$ cat src/rtl/maxmin_pkg.sv
// maxmin_pkg: shared types and constants for the max/min burst stimulus source.
//   state_e       FSM states of the source (Idle, Send, Wait, Done)
//   LFSR_TAPS     Galois tap mask for the 16-bit right-shifting LFSR
//   LFSR_DEF_SEED value substituted when a zero seed is requested
//   DEF_BURST_LEN default samples per burst
//   lfsr_next()   one Galois step of the LFSR
package maxmin_pkg;

    typedef enum logic [1:0] {
        StIdle,
        StSend,
        StWait,
        StDone
    } state_e;

    localparam logic [15:0] LFSR_TAPS     = 16'hB400;
    localparam logic [15:0] LFSR_DEF_SEED = 16'hACE1;
    localparam int unsigned DEF_BURST_LEN = 15;

    function automatic logic [15:0] lfsr_next(input logic [15:0] cur);
        return {1'b0, cur[15:1]} ^ (cur[0] ? LFSR_TAPS : 16'h0000);
    endfunction

endpackage

$ cat src/rtl/mm_lfsr16.sv
// mm_lfsr16: 16-bit Galois LFSR (right shift, taps LFSR_TAPS).
// Ports:
//   clk     in   clock, rising edge
//   rst     in   synchronous active-high reset (state -> LFSR_DEF_SEED)
//   load    in   load seed this cycle (has priority over enable)
//   enable  in   advance one step this cycle
//   seed    in   16-bit seed; zero is replaced by LFSR_DEF_SEED (all-zero locks up)
//   state   out  current LFSR state
module mm_lfsr16
    import maxmin_pkg::*;
(
    input  logic        clk,
    input  logic        rst,
    input  logic        load,
    input  logic        enable,
    input  logic [15:0] seed,
    output logic [15:0] state
);

    always_ff @(posedge clk) begin
        if (rst) begin
            state <= LFSR_DEF_SEED;
        end else if (load) begin
            state <= (seed == 16'h0000) ? LFSR_DEF_SEED : seed;
        end else if (enable) begin
            state <= lfsr_next(state);
        end
    end

endmodule

$ cat src/rtl/maxmin_stim_src.sv
// maxmin_stim_src: self-checking traffic source for a max/min burst reducer.
// Sends one burst of BURST_LEN contiguous samples (LFSR or ramp), tracks the
// expected max/min, then compares the reducer's result and reports done/pass.
// Optional build macro: MAXMIN_SRC_TIMEOUT_EN enables a TMO_CYC response timeout
// in WAIT; without it WAIT holds until rsp_valid or rst.
// Ports:
//   clk        in   clock, rising edge
//   rst        in   synchronous active-high reset
//   start      in   pulse: begin a burst (only honoured in IDLE)
//   mode       in   0 = LFSR samples, 1 = ramp samples (captured at start)
//   seed       in   LFSR seed / ramp base in seed[7:0] (captured at start)
//   num_valid  out  high for BURST_LEN consecutive cycles per burst
//   num        out  sample, 0 while num_valid is low
//   rsp_valid  in   reducer result strobe
//   rsp_max    in   reducer max
//   rsp_min    in   reducer min
//   busy       out  state != IDLE
//   done       out  one-cycle pulse when a burst completes
//   pass       out  result of the last burst, held until next start
//   proto_err  out  sticky: unexpected rsp_valid or timeout; cleared only by rst
module maxmin_stim_src
    import maxmin_pkg::*;
#(
    parameter int unsigned DATA_W    = 8,
    parameter int unsigned BURST_LEN = DEF_BURST_LEN,
    parameter int unsigned TMO_CYC   = 64
) (
    input  logic              clk,
    input  logic              rst,
    input  logic              start,
    input  logic              mode,
    input  logic [15:0]       seed,
    output logic              num_valid,
    output logic [DATA_W-1:0] num,
    input  logic              rsp_valid,
    input  logic [DATA_W-1:0] rsp_max,
    input  logic [DATA_W-1:0] rsp_min,
    output logic              busy,
    output logic              done,
    output logic              pass,
    output logic              proto_err
);

    localparam int unsigned CNT_W = (BURST_LEN > 1) ? $clog2(BURST_LEN) : 1;

    if (BURST_LEN < 2 || DATA_W < 1 || DATA_W > 16 || TMO_CYC < 1) begin : g_param_chk
        $error("maxmin_stim_src: unsupported parameter combination");
    end

    state_e            state;
    logic [CNT_W-1:0]  cnt;
    logic              mode_q;
    logic [DATA_W-1:0] ramp;
    logic [DATA_W-1:0] exp_max;
    logic [DATA_W-1:0] exp_min;
    logic [DATA_W-1:0] sample;
    logic [15:0]       lfsr_state;
    logic              lfsr_load;
    logic              lfsr_en;
    logic              last_sample;
    logic              match;
    logic              unused_lfsr;

`ifdef MAXMIN_SRC_TIMEOUT_EN
    localparam int unsigned TMO_W = $clog2(TMO_CYC + 1);
    logic [TMO_W-1:0] tmo_cnt;
`endif

    // LFSR is loaded on the accepted start so its state is the first sample.
    assign lfsr_load = (state == StIdle) && start;
    assign lfsr_en   = (state == StSend);

    mm_lfsr16 u_lfsr (
        .clk    (clk),
        .rst    (rst),
        .load   (lfsr_load),
        .enable (lfsr_en),
        .seed   (seed),
        .state  (lfsr_state)
    );

    // Only the low DATA_W bits form the sample; the rest only feed the recurrence.
    assign unused_lfsr = ^lfsr_state;

    always_comb begin
        sample = mode_q ? ramp : lfsr_state[DATA_W-1:0];
    end

    assign num_valid   = (state == StSend);
    assign num         = num_valid ? sample : '0;
    assign busy        = (state != StIdle);
    assign last_sample = (cnt == CNT_W'(BURST_LEN - 1));
    assign match       = (rsp_max == exp_max) && (rsp_min == exp_min);

    always_ff @(posedge clk) begin
        if (rst) begin
            state     <= StIdle;
            cnt       <= '0;
            mode_q    <= 1'b0;
            ramp      <= '0;
            exp_max   <= '0;
            exp_min   <= '1;
            done      <= 1'b0;
            pass      <= 1'b0;
            proto_err <= 1'b0;
`ifdef MAXMIN_SRC_TIMEOUT_EN
            tmo_cnt   <= '0;
`endif
        end else begin
            done <= 1'b0;
            // Any response outside WAIT is a protocol error, including one that
            // coincides with the last sample.
            if (rsp_valid && (state != StWait)) begin
                proto_err <= 1'b1;
            end
            unique case (state)
                StIdle: begin
                    if (start) begin
                        state   <= StSend;
                        cnt     <= '0;
                        mode_q  <= mode;
                        ramp    <= DATA_W'(seed[7:0]);
                        exp_max <= '0;
                        exp_min <= '1;
                        pass    <= 1'b0;
                    end
                end
                StSend: begin
                    exp_max <= (sample > exp_max) ? sample : exp_max;
                    exp_min <= (sample < exp_min) ? sample : exp_min;
                    ramp    <= ramp + 1'b1;
                    cnt     <= cnt + 1'b1;
                    if (last_sample) begin
                        state <= StWait;
`ifdef MAXMIN_SRC_TIMEOUT_EN
                        tmo_cnt <= '0;
`endif
                    end
                end
                StWait: begin
                    if (rsp_valid) begin
                        pass  <= match;
                        state <= StDone;
                    end
`ifdef MAXMIN_SRC_TIMEOUT_EN
                    else if (tmo_cnt == TMO_W'(TMO_CYC - 1)) begin
                        pass      <= 1'b0;
                        proto_err <= 1'b1;
                        state     <= StDone;
                    end else begin
                        tmo_cnt <= tmo_cnt + 1'b1;
                    end
`endif
                end
                StDone: begin
                    done  <= 1'b1;
                    state <= StIdle;
                end
                default: begin
                    state <= StIdle;
                end
            endcase
        end
    end

endmodule

$ cat config.mk
export PLATFORM = sky130hd
export DESIGN_NAME = maxmin_stim_src
export DESIGN_NICKNAME = d
export VERILOG_FILES = /design/src/rtl/maxmin_pkg.sv /design/src/rtl/mm_lfsr16.sv /design/src/rtl/maxmin_stim_src.sv
export SDC_FILE = /design/constraint.sdc
export NUM_CORES = 1
export LEC_CHECK = 0
export BUFFER_PORTS_ARGS = -buffer_cell sky130_fd_sc_hd__buf_2
export CAP_MARGIN = 20
export CORE_AREA = 3 3 86 88
export CTS_BUF_LIST = sky130_fd_sc_hd__clkbuf_8
export CTS_CLUSTER_SIZE = 40
export DETAILED_ROUTE_END_ITERATION = 10
export DIE_AREA = 0 0 89 91
export PLACE_DENSITY = 0.77
export REMOVE_ABC_BUFFERS = 1
export SYNTH_ARGS = -nofsm -noshare
export SYNTH_HDL_FRONTEND = slang
export SYNTH_SLANG_ARGS = --single-unit
$ cat constraint.sdc
create_clock -name clk -period 2.1 [get_ports clk]
set_clock_uncertainty 0.2 [all_clocks]
set_input_delay 0.105 -clock clk [delete_from_list [all_inputs] [get_ports clk]]
set_output_delay 0.105 -clock clk [all_outputs]
set_load 0.02 [all_outputs]
; ---- Word-level counts from Yosys, hierarchy flattened
; Cells that the tools add are included.
[classes]
add_sub_neg = 2
multipliers = 0
div_mod_pow = 0
order_cmp = 2
eq_ne = 12
shifts = 0
mux = 24
bitwise_logic = 1
reduce_logical = 15
[op_table]
columns = operator, count
row1 = 16-bit two-way mux, 4
row2 = 8-bit two-way mux, 7
row3 = 8-bit case mux with 2 select lines, 3
row4 = 8-bit == test, 2
row5 = 16-bit zero test, 1
row6 = 15-bit by 16-bit bitwise XOR with 16-bit output, 1
row7 = 3-bit AND reduction, 4
row8 = "8-bit by 1-bit adder with 8-bit output, second input constant", 1
row9 = 8-bit > comparator, 1
row10 = 8-bit < comparator, 1
row11 = 2-bit case mux with 4 select lines, 1
row12 = 4-bit case mux with 2 select lines, 1
row13 = 2-bit nonzero test, 4
row14 = 2-bit two-way mux, 3
row15 = "2-bit by 1-bit inequality test with 1-bit output, second input constant", 3
row16 = "2-bit inequality test, second input constant", 3
row17 = "4-bit by 1-bit adder with 4-bit output, second input constant", 1
row18 = "2-bit == test, second input constant", 2
row19 = "4-bit == test, second input constant", 1
row20 = 4-bit two-way mux, 1
row21 = 2-bit AND reduction, 2
row22 = 1-bit logical AND, 3
row23 = 1-bit two-way mux, 3
row24 = "2-bit by 1-bit == test with 1-bit output, second input constant", 1
row25 = other kinds (2), 2
[totals]
register_bits = 50
latchBits = 0
ram_bits = 0
romBits = 0
input_bits = 37
output_inout_bits = 13
elab_cells = 66
mem_count = 0

; ---- Depth between registers and ports, before layout
; Gate-level depths: netlist of run 1.
[depth]
word_depth = 4
depth_mapped = 10
ltp_nobuf = 8

; ---- Cells and area by module
; From an unflattened synthesis of run 1, not the netlist that was laid out.
[hier_totals]
cells_unflattened = 371
hier_area_um2 = 3221.8
[modules_own_cells]
columns = module, instances, cells_per_inst, area_per_inst_um2, seq_area_each_um2
row1 = maxmin_stim_src, 1, 283, 2346.0, 680.7
row2 = mm_lfsr16, 1, 88, 875.8, 320.3

; ---- Least setup slack after synthesis of run 1
; No wires, ideal clock.
[synth_path]
path_type = reg2reg
start = register mode_q
end = register exp_min[1]
setup_ps = 114
arrival_time_ps = 1993
required_ps = 1786
path_slack_ps = -207
path_stages_with_launch = 10
path_buffers = 1
synth_period_minus_slack_ps = 2307
path_cell_list = dfxtp_1 buf_6 mux2i_1 inv_1 ha_1 a21oi_1 o21ai_0 nor3_2 nand3_1 a21o_1
[synth_between]
elab_chain_len = 4
word_cells_on_any_way = 6
classes_between = order compare (1) / eq/ne (1) / mux (3) / reduce/logical (1)
[synth_rtl]
columns = element, line_no
row1 = from (decl), maxmin_stim_src.sv:52  ; logic mode_q;
row2 = from (signal assigned), maxmin_stim_src.sv:121  ; mode_q <= mode;
row3 = 8-bit two-way mux *, maxmin_stim_src.sv:86  ; sample = mode_q ? ramp : lfsr_state[DATA_W-1:0];
row4 = 8-bit < comparator, maxmin_stim_src.sv:130  ; exp_min <= (sample < exp_min) ? sample : exp_min;
row5 = 2-bit by 1-bit inequality test with 1-bit output (no source line), -
row6 = 3-bit AND reduction (no source line), -
row7 = to (signal assigned), maxmin_stim_src.sv:130
row8 = to (decl), maxmin_stim_src.sv:55  ; logic [DATA_W-1:0] exp_min;
; Mark *: on every way between the ends. The rest lies on a longest branch, timed or not. The select of a mux whose other input is x is not followed.
; A chain may end at the register's enable or synchronous reset.

; ---- Worst setup path in the final report of run 1
[layout_path]
start = register mode_q
end = register exp_max[6]
[layout_between]
elab_chain_len = 4
word_cells_on_any_way = 6
classes_between = order compare (1) / eq/ne (1) / mux (3) / reduce/logical (1)
[layout_rtl]
columns = element, line_no
row1 = 8-bit two-way mux *, maxmin_stim_src.sv:86
row2 = 8-bit > comparator, maxmin_stim_src.sv:129  ; exp_max <= (sample > exp_max) ? sample : exp_max;
row3 = 2-bit by 1-bit inequality test with 1-bit output (no source line), -
row4 = 3-bit AND reduction (no source line), -
row5 = to (signal assigned), maxmin_stim_src.sv:129
row6 = to (decl), maxmin_stim_src.sv:54  ; logic [DATA_W-1:0] exp_max;
; Marked as above.

==> results.json, run 1 <==
{
  "type_of_the_most_critical_hold_path": "input port to flop",
  "critical_path.max_stage_delay_ps": 360,
  "chipHeight_microns": 91,
  "route.detailed.vias_per_inst": 5.72,
  "antenna_left": 0,
  "period_minus_slack_ps": 2410,
  "drt-met1-wl_microns": 3750,
  "count_of_warnings_emitted_by_yosys": 0,
  "detail_route.iter0.violations": 194,
  "sequential_power_share_pct": 26.7,
  "crit_fanout": 7,
  "synth_flop_cell": "sky130_fd_sc_hd__dfxtp_1",
  "numCtsBuffers": 5,
  "initial_core_util_pct": 44.9,
  "die_width_microns": 89,
  "io_pins": 50,
  "syn-instance-count": 371,
  "switching_share_pct": 44.3,
  "synth_enable_flop_cells": 0,
  "area.growth.synth_to_final_pct": 41.6,
  "power.combinational.fraction_pct": 62.2,
  "core_region_area_sq_um": 6720,
  "grt_setup_unrepaired": "true",
  "max-vdd-ir-drop_uv": 606,
  "post_drt_wl_per_cell_microns": 17.1,
  "clk-insertion-delay-late_ps": 320,
  "timing.final.max_slew_violations": 0,
  "min_to": "u_lfsr.state[10]",
  "clock_slew_seen_by_the_registers_of_the_worst_setup_and_hold_paths_ps": 90,
  "h-tree-depth": 2,
  "design.final.nets": 530,
  "grt_max_degree": 41,
  "yosysMostFrequentCell": "sky130_fd_sc_hd__dfxtp_1",
  "drt_wl_total_microns": 9420,
  "grt_first_pass_wirelength_microns": 14900,
  "io_buffer_count": 49,
  "leakage_nw": 1.74,
  "placedCellCount": 517,
  "global_route.usage.total_pct": 23.5,
  "pwr_density_cell_nw_per_um2": 1240,
  "remaining_drc_errors": 0,
  "setup-violations-final": 16,
  "number_of_standard_cells_in_the_final_layout_excluding_fillers": 552,
  "critical_path_class": "flop to flop",
  "highest-signal-layer": "met4",
  "worst_pin_slew_ps": 547,
  "clock_tree.root_cell": "sky130_fd_sc_hd__clkbuf_8",
  "hold_start": "rst",
  "synth-seq-area-share_pct": 33.2,
  "max_cap_violations": 0,
  "timing.hold.worst_path_depth": 3,
  "clock_net_sink_count": 50,
  "combined_area_of_all_synthesized_cells_sq_um": 3020,
  "worst_setup_path_startpoint": "mode_q",
  "startpoint_type": "flop",
  "placement_rows": 30,
  "setup.reg_to_reg.worst_slack_ps": -310,
  "synth_top_cell_area_share_pct": 33.2,
  "cell_type_group_with_the_largest_total_delay_on_the_critical_path": "compound AO/OA/AOI/OAI gates",
  "globalRouteOverflowTotal": 0,
  "met2RoutedLength_microns": 4670,
  "diodes": 0,
  "finalWeightedCongestion": 0.926,
  "overall_die_area_sq_um": 8100,
  "timing.final.hold_violations": 0,
  "synth_area_leaders": "sky130_fd_sc_hd__dfxtp_1 33%, sky130_fd_sc_hd__ha_1 9.1%, sky130_fd_sc_hd__mux2i_1 5.6%",
  "synth.largest_area_cell": "sky130_fd_sc_hd__dfxtp_1",
  "cp_cell_sequence": "buf_12, mux2i_4, inv_2, ha_4, nor2b_1, o211ai_1, a21oi_4, o31a_1, buf_6, o22ai_2",
  "pwr-share-clk_pct": 11.1,
  "avg_inst_size_synth_sq_um": 8.14,
  "worst-r2r-cell-count": 10,
  "antenna_found_initial": 0,
  "finalCritPeriodShare_pct": 115,
  "drive_above_1_share_pct": 33.7,
  "postSynthRegisterBits": 50,
  "run_status": "complete, but fails checks",
  "post_synth_most_frequent_cells": "50 x sky130_fd_sc_hd__dfxtp_1, 44 x sky130_fd_sc_hd__nor2_1, 31 x sky130_fd_sc_hd__inv_1",
  "worstReg2RegEnd": "exp_max[6]",
  "num_vias": 3158,
  "violations": "negative setup slack",
  "tritoncts_clock_tree": "built",
  "post-route-worst-setup-slack_ps": -311,
  "critical_path_at_ps": 2460,
  "grt_pass1_vias": 3141,
  "final_util_pct": 63.6,
  "async_reset_ff_share_pct": 0,
  "crit_slowest_cell": "sky130_fd_sc_hd__dfxtp_2",
  "critical_path.n_buffers_inverters": 3,
  "slew_headroom_pct": 63.4,
  "wl_met3_microns": 566,
  "clk_path_buf_depth": 2,
  "cp-end-kind": "flop",
  "synth.distinct_cells": 44,
  "net-switching-power_mw": 2.34,
  "fmaxAchievable_mhz": 415,
  "worst-endpoint-required_ps": 2140,
  "dp.final_hpwl_microns": 6470,
  "worstReg2RegStart": "mode_q",
  "power.internal_mw": 2.94,
  "report.power.total_mw": 5.28,
  "drt_pre_antenna_iters": 4
}
==> stage by stage <==
stage | setup WS [ps] | area, sq um | TNS [ps] | hold WS, ps
global placement | -255 | 3590 | -3710 | 146
finish | -311 | 4270 | -4400 | 41.2
global route | -418 | 4270 | -6420 | 50.2
detailed placement | -375 | 3590 | -5440 | 162
CTS | -179 | 4160 | -2650 | 0.603
floorplan | -955 | 2940 | -27920 | -25.9
==> power groups by stage <==
stage | clock network [mW] | registers (mW) | logic [mW]
final | 0.586 | 1.41 | 3.28
after global routing | 0.634 | 1.44 | 3.56
after CTS | 0.593 | 1.41 | 3.04
after detailed placement | 0 | 1.39 | 2.66
after global placement | 0 | 1.38 | 2.59
after floorplan | 0 | 1.39 | 1.62
==> state kept, by name, indices dropped and copies added, names as in the netlist <==
register,count
done,1
proto_err,1
ramp,8
pass,1
exp_max,8
u_lfsr.state,16
cnt,4
state,2
exp_min,8
mode_q,1
==> area by class of cell <==
type	count	area, sq um
Fill cell	534	2440
Multi-Input combinational cell	272	2140
Sequential cell	50	1000
Timing Repair Buffer	111	823
Inverter	31	116
Tap cell	80	100
Clock buffer	5	68.8
Clock inverter	3	21.3
==> layout by cell type (no fill, tap or decap), types with 15 or more instances in the layout <==
cell type / Yosys / layout
sky130_fd_sc_hd__a21oi_1: 26 / 22
sky130_fd_sc_hd__buf_2: 3 / 49
sky130_fd_sc_hd__buf_4: 0 / 35
sky130_fd_sc_hd__dfxtp_1: 50 / 49
sky130_fd_sc_hd__dlygate4sd3_1: 0 / 19
sky130_fd_sc_hd__inv_1: 31 / 24
sky130_fd_sc_hd__nand2_1: 30 / 22
sky130_fd_sc_hd__nand3_1: 15 / 15
sky130_fd_sc_hd__nor2_1: 44 / 44
sky130_fd_sc_hd__xnor2_1: 16 / 16
==> worst max path at each step <==
stage / cells past startpoint / to
after global routing: 9 / exp_min[1]
after detailed placement: 9 / exp_min[4]
final: 10 / exp_max[6]
after global placement: 9 / exp_max[3]
after CTS: 10 / exp_max[6]
after floorplan: 6 / exp_max[0]
==> kinds of logic after synthesis <==
group	share of synthesized area (%)
and+or+nand+nor	18.5
AOI/OAI and AO/OA	18.2
DFF	33.2
buffers and inverters	6.46
muxes	8.99
adders and majority gates	9.12
xor gates and xnor gates	5.51
==> worst min-delay path, stage by stage <==
cell                      delay (ps)
sky130_fd_sc_hd__buf_2            90
sky130_fd_sc_hd__inv_1           220
sky130_fd_sc_hd__nand2_1         110
==> routing by layer <==
| metal | global-route usage [%] | vias up |
|---|---|---|
| met3 | 4.26 | 36 |
| met4 | 12.9 | 0 |
| met1 | 28.1 | 1470 |
| met5 | 0 | - |
| met2 | 38.7 | 150 |
| li1 | - | 1502 |
==> timing repair <==
item	in CTS	in global routing
hold endpoints to repair	23	0
pin swaps	18	10
resized for setup	43	18
hold buffers	19	0
endpoints found under the setup margin	17	27
setup buffers	6	3
No activity file was read; power rests on OpenSTA's default activity.
==> run 2: changes to the inputs <==
Settings changed: MAX_ROUTING_LAYER from default to met4.
==> run 2 against run 1 <==
Net effect:
- the flow still finishes with violations (negative setup slack)
- global-route usage rose by 0.34 points
- fmax rose by 2.2%
- sequential power barely moved
- sequential cell count did not move
- worst hold slack got worse by 20 ps
- design area fell by 1.0%
==> results.json, run 2 (synthesis gave the netlist of run 1 again) <==
{
  "io_buffer_count": 49,
  "dp.final_hpwl_microns": 6280,
  "area.growth.synth_to_final_pct": 40.1,
  "critical_path.endpoint": "exp_min[7]",
  "placement_rows": 30,
  "timing.final.hold_violations": 0,
  "grt_max_degree": 41,
  "num_vias": 3188,
  "overall_die_area_sq_um": 8100,
  "leakage_nw": 1.75,
  "cp_cell_sequence": "buf_12, mux2i_2, inv_2, ha_1, a21oi_1, a21oi_1, nor3_2, buf_4, nand3_1, a21o_1",
  "critPathMostFrequentCell": "sky130_fd_sc_hd__a21oi_1",
  "type_of_the_most_critical_hold_path": "input port to flop",
  "clk_path_buf_depth": 2,
  "run_status": "complete, but fails checks",
  "worstReg2RegStart": "mode_q",
  "grt_pass1_vias": 3074,
  "wl_met3_microns": 524,
  "design.final.nets": 533,
  "final.fill_count": 560,
  "worst_setup_path_startpoint": "mode_q",
  "worst_pin_slew_ps": 562,
  "worst-r2r-cell-count": 10,
  "global_route.usage.total_pct": 23.8,
  "finalCritPeriodShare_pct": 112,
  "critical_path_class": "flop to flop",
  "drt_wl_total_microns": 9290,
  "report.power.total_mw": 5.32,
  "largest_register_ff_count": 16,
  "detail_route.iter0.violations": 179,
  "antenna_found_initial": 0,
  "tritoncts_clock_tree": "built",
  "cp-end-kind": "flop",
  "met2RoutedLength_microns": 4580,
  "remaining_drc_errors": 0,
  "worst-endpoint-required_ps": 2110,
  "pwr_density_cell_nw_per_um2": 1260,
  "max-vdd-ir-drop_uv": 685,
  "antenna_left": 0,
  "max_cap_violations": 0,
  "chipHeight_microns": 91,
  "layout_commonest_cell": "sky130_fd_sc_hd__dfxtp_1",
  "initial_core_util_pct": 44.9,
  "die_width_microns": 89,
  "final.setup.tns_ps": -3700,
  "route.detailed.vias_per_inst": 5.74,
  "crit_fanout": 8,
  "clock_net_sink_count": 50,
  "fmaxAchievable_mhz": 424,
  "h-tree-depth": 2,
  "drive_above_1_share_pct": 32.8,
  "place_ws_ps": -341,
  "clk-insertion-delay-late_ps": 320,
  "drt_pre_antenna_iters": 5,
  "timing.final.max_slew_violations": 0,
  "top_register": "u_lfsr.state",
  "post-route-worst-setup-slack_ps": -260,
  "crit_slowest_cell": "sky130_fd_sc_hd__dfxtp_2",
  "period_minus_slack_ps": 2360,
  "core_region_area_sq_um": 6720,
  "sequential_cell_area_sq_um": 1000,
  "critical_path.max_stage_delay_ps": 360,
  "grt_first_pass_wirelength_microns": 14600,
  "clock_slew_seen_by_the_registers_of_the_worst_setup_and_hold_paths_ps": 100,
  "violations": "negative setup slack",
  "drt-met1-wl_microns": 3820,
  "clock_tree.root_cell": "sky130_fd_sc_hd__clkbuf_8",
  "setup.reg_to_reg.worst_slack_ps": -260,
  "io_pins": 50,
  "setup-violations-final": 16,
  "critical_path_at_ps": 2370,
  "post_drt_wl_per_cell_microns": 16.7,
  "startpoint_type": "flop",
  "globalRouteOverflowTotal": 0,
  "diodes": 0,
  "highest-signal-layer": "met4",
  "layout_common_cells": "48 x sky130_fd_sc_hd__dfxtp_1, 46 x sky130_fd_sc_hd__buf_2, 44 x sky130_fd_sc_hd__buf_4, 42 x sky130_fd_sc_hd__nor2_1, 29 x sky130_fd_sc_hd__nand2_1",
  "finalWeightedCongestion": 0.944,
  "worstReg2RegEnd": "exp_min[7]",
  "slew_headroom_pct": 62.4,
  "multi_input_logic_area_sq_um": 2070,
  "grt_setup_unrepaired": "true",
  "numCtsBuffers": 5
}
==> run 2: stage by stage <==
stage | std cells | utilization (%) | hold slack [ps] | cell area, sq um
final | 555 | 63.0 | 21.4 | 4230
after global routing | 555 | 63.0 | 46.9 | 4230
after CTS | 549 | 61.2 | 1.36 | 4110
after detailed placement | 517 | 53.2 | 164 | 3570
after global placement | 517 | 53.2 | 146 | 3570
after floorplan | 353 | - | -25.9 | 2940
==> run 2: timing repair <==
item	CTS	global route
gates cloned	0	0
setup buffers	5	6
gates resized for setup	37	16
endpoints found under the hold margin	23	0
pin swaps	19	7
hold buffers	19	0
setup endpoints to repair	22	36
==> run 2: area by class of cell <==
cell class,instances,area share (%)
multi-input cells,272,49.0
flip-flops and latches,50,23.7
repair buffers,114,19.5
inverters,31,2.84
well taps,80,2.37
clock buffers,5,1.63
clock inverters,3,0.946
==> run 2: report_power, final <==
part | total [mW] | switching (mW) | internal [mW]
logic | 3.20 | 1.70 | 1.50
registers | 1.43 | 0.235 | 1.19
clock network | 0.689 | 0.338 | 0.351
==> run 2: layer usage <==
layer | GRT usage [%] | up-vias
li1 | - | 1507
met1 | 28.1 | 1518
met2 | 38.6 | 133
met3 | 3.90 | 30
met4 | 11.9 | 0
met5 | - | -
==> run 2: worst min path at each step <==
stage	startpoint	endpoint	slack, ps	depth (start not counted)
after global routing	rst	u_lfsr.state[5]	50	3
after detailed placement	mode	mode_q	160	3
after floorplan	rst	cnt[1]	-30	1
after CTS	rst	u_lfsr.state[5]	1	3
after global placement	rsp_valid	proto_err	150	3
final	rsp_max[6]	pass	20	6
==> run 2: critical path, delay by kind of cell (launching register included) <==
family	cells	cell delay [ps]
adder cells (fa/ha/maj)	1	320
buffers and inverters	3	420
AO/OA/AOI/OAI	3	470
flip-flops	1	360
multiplexers	1	260
AND/OR/NAND/NOR	2	250
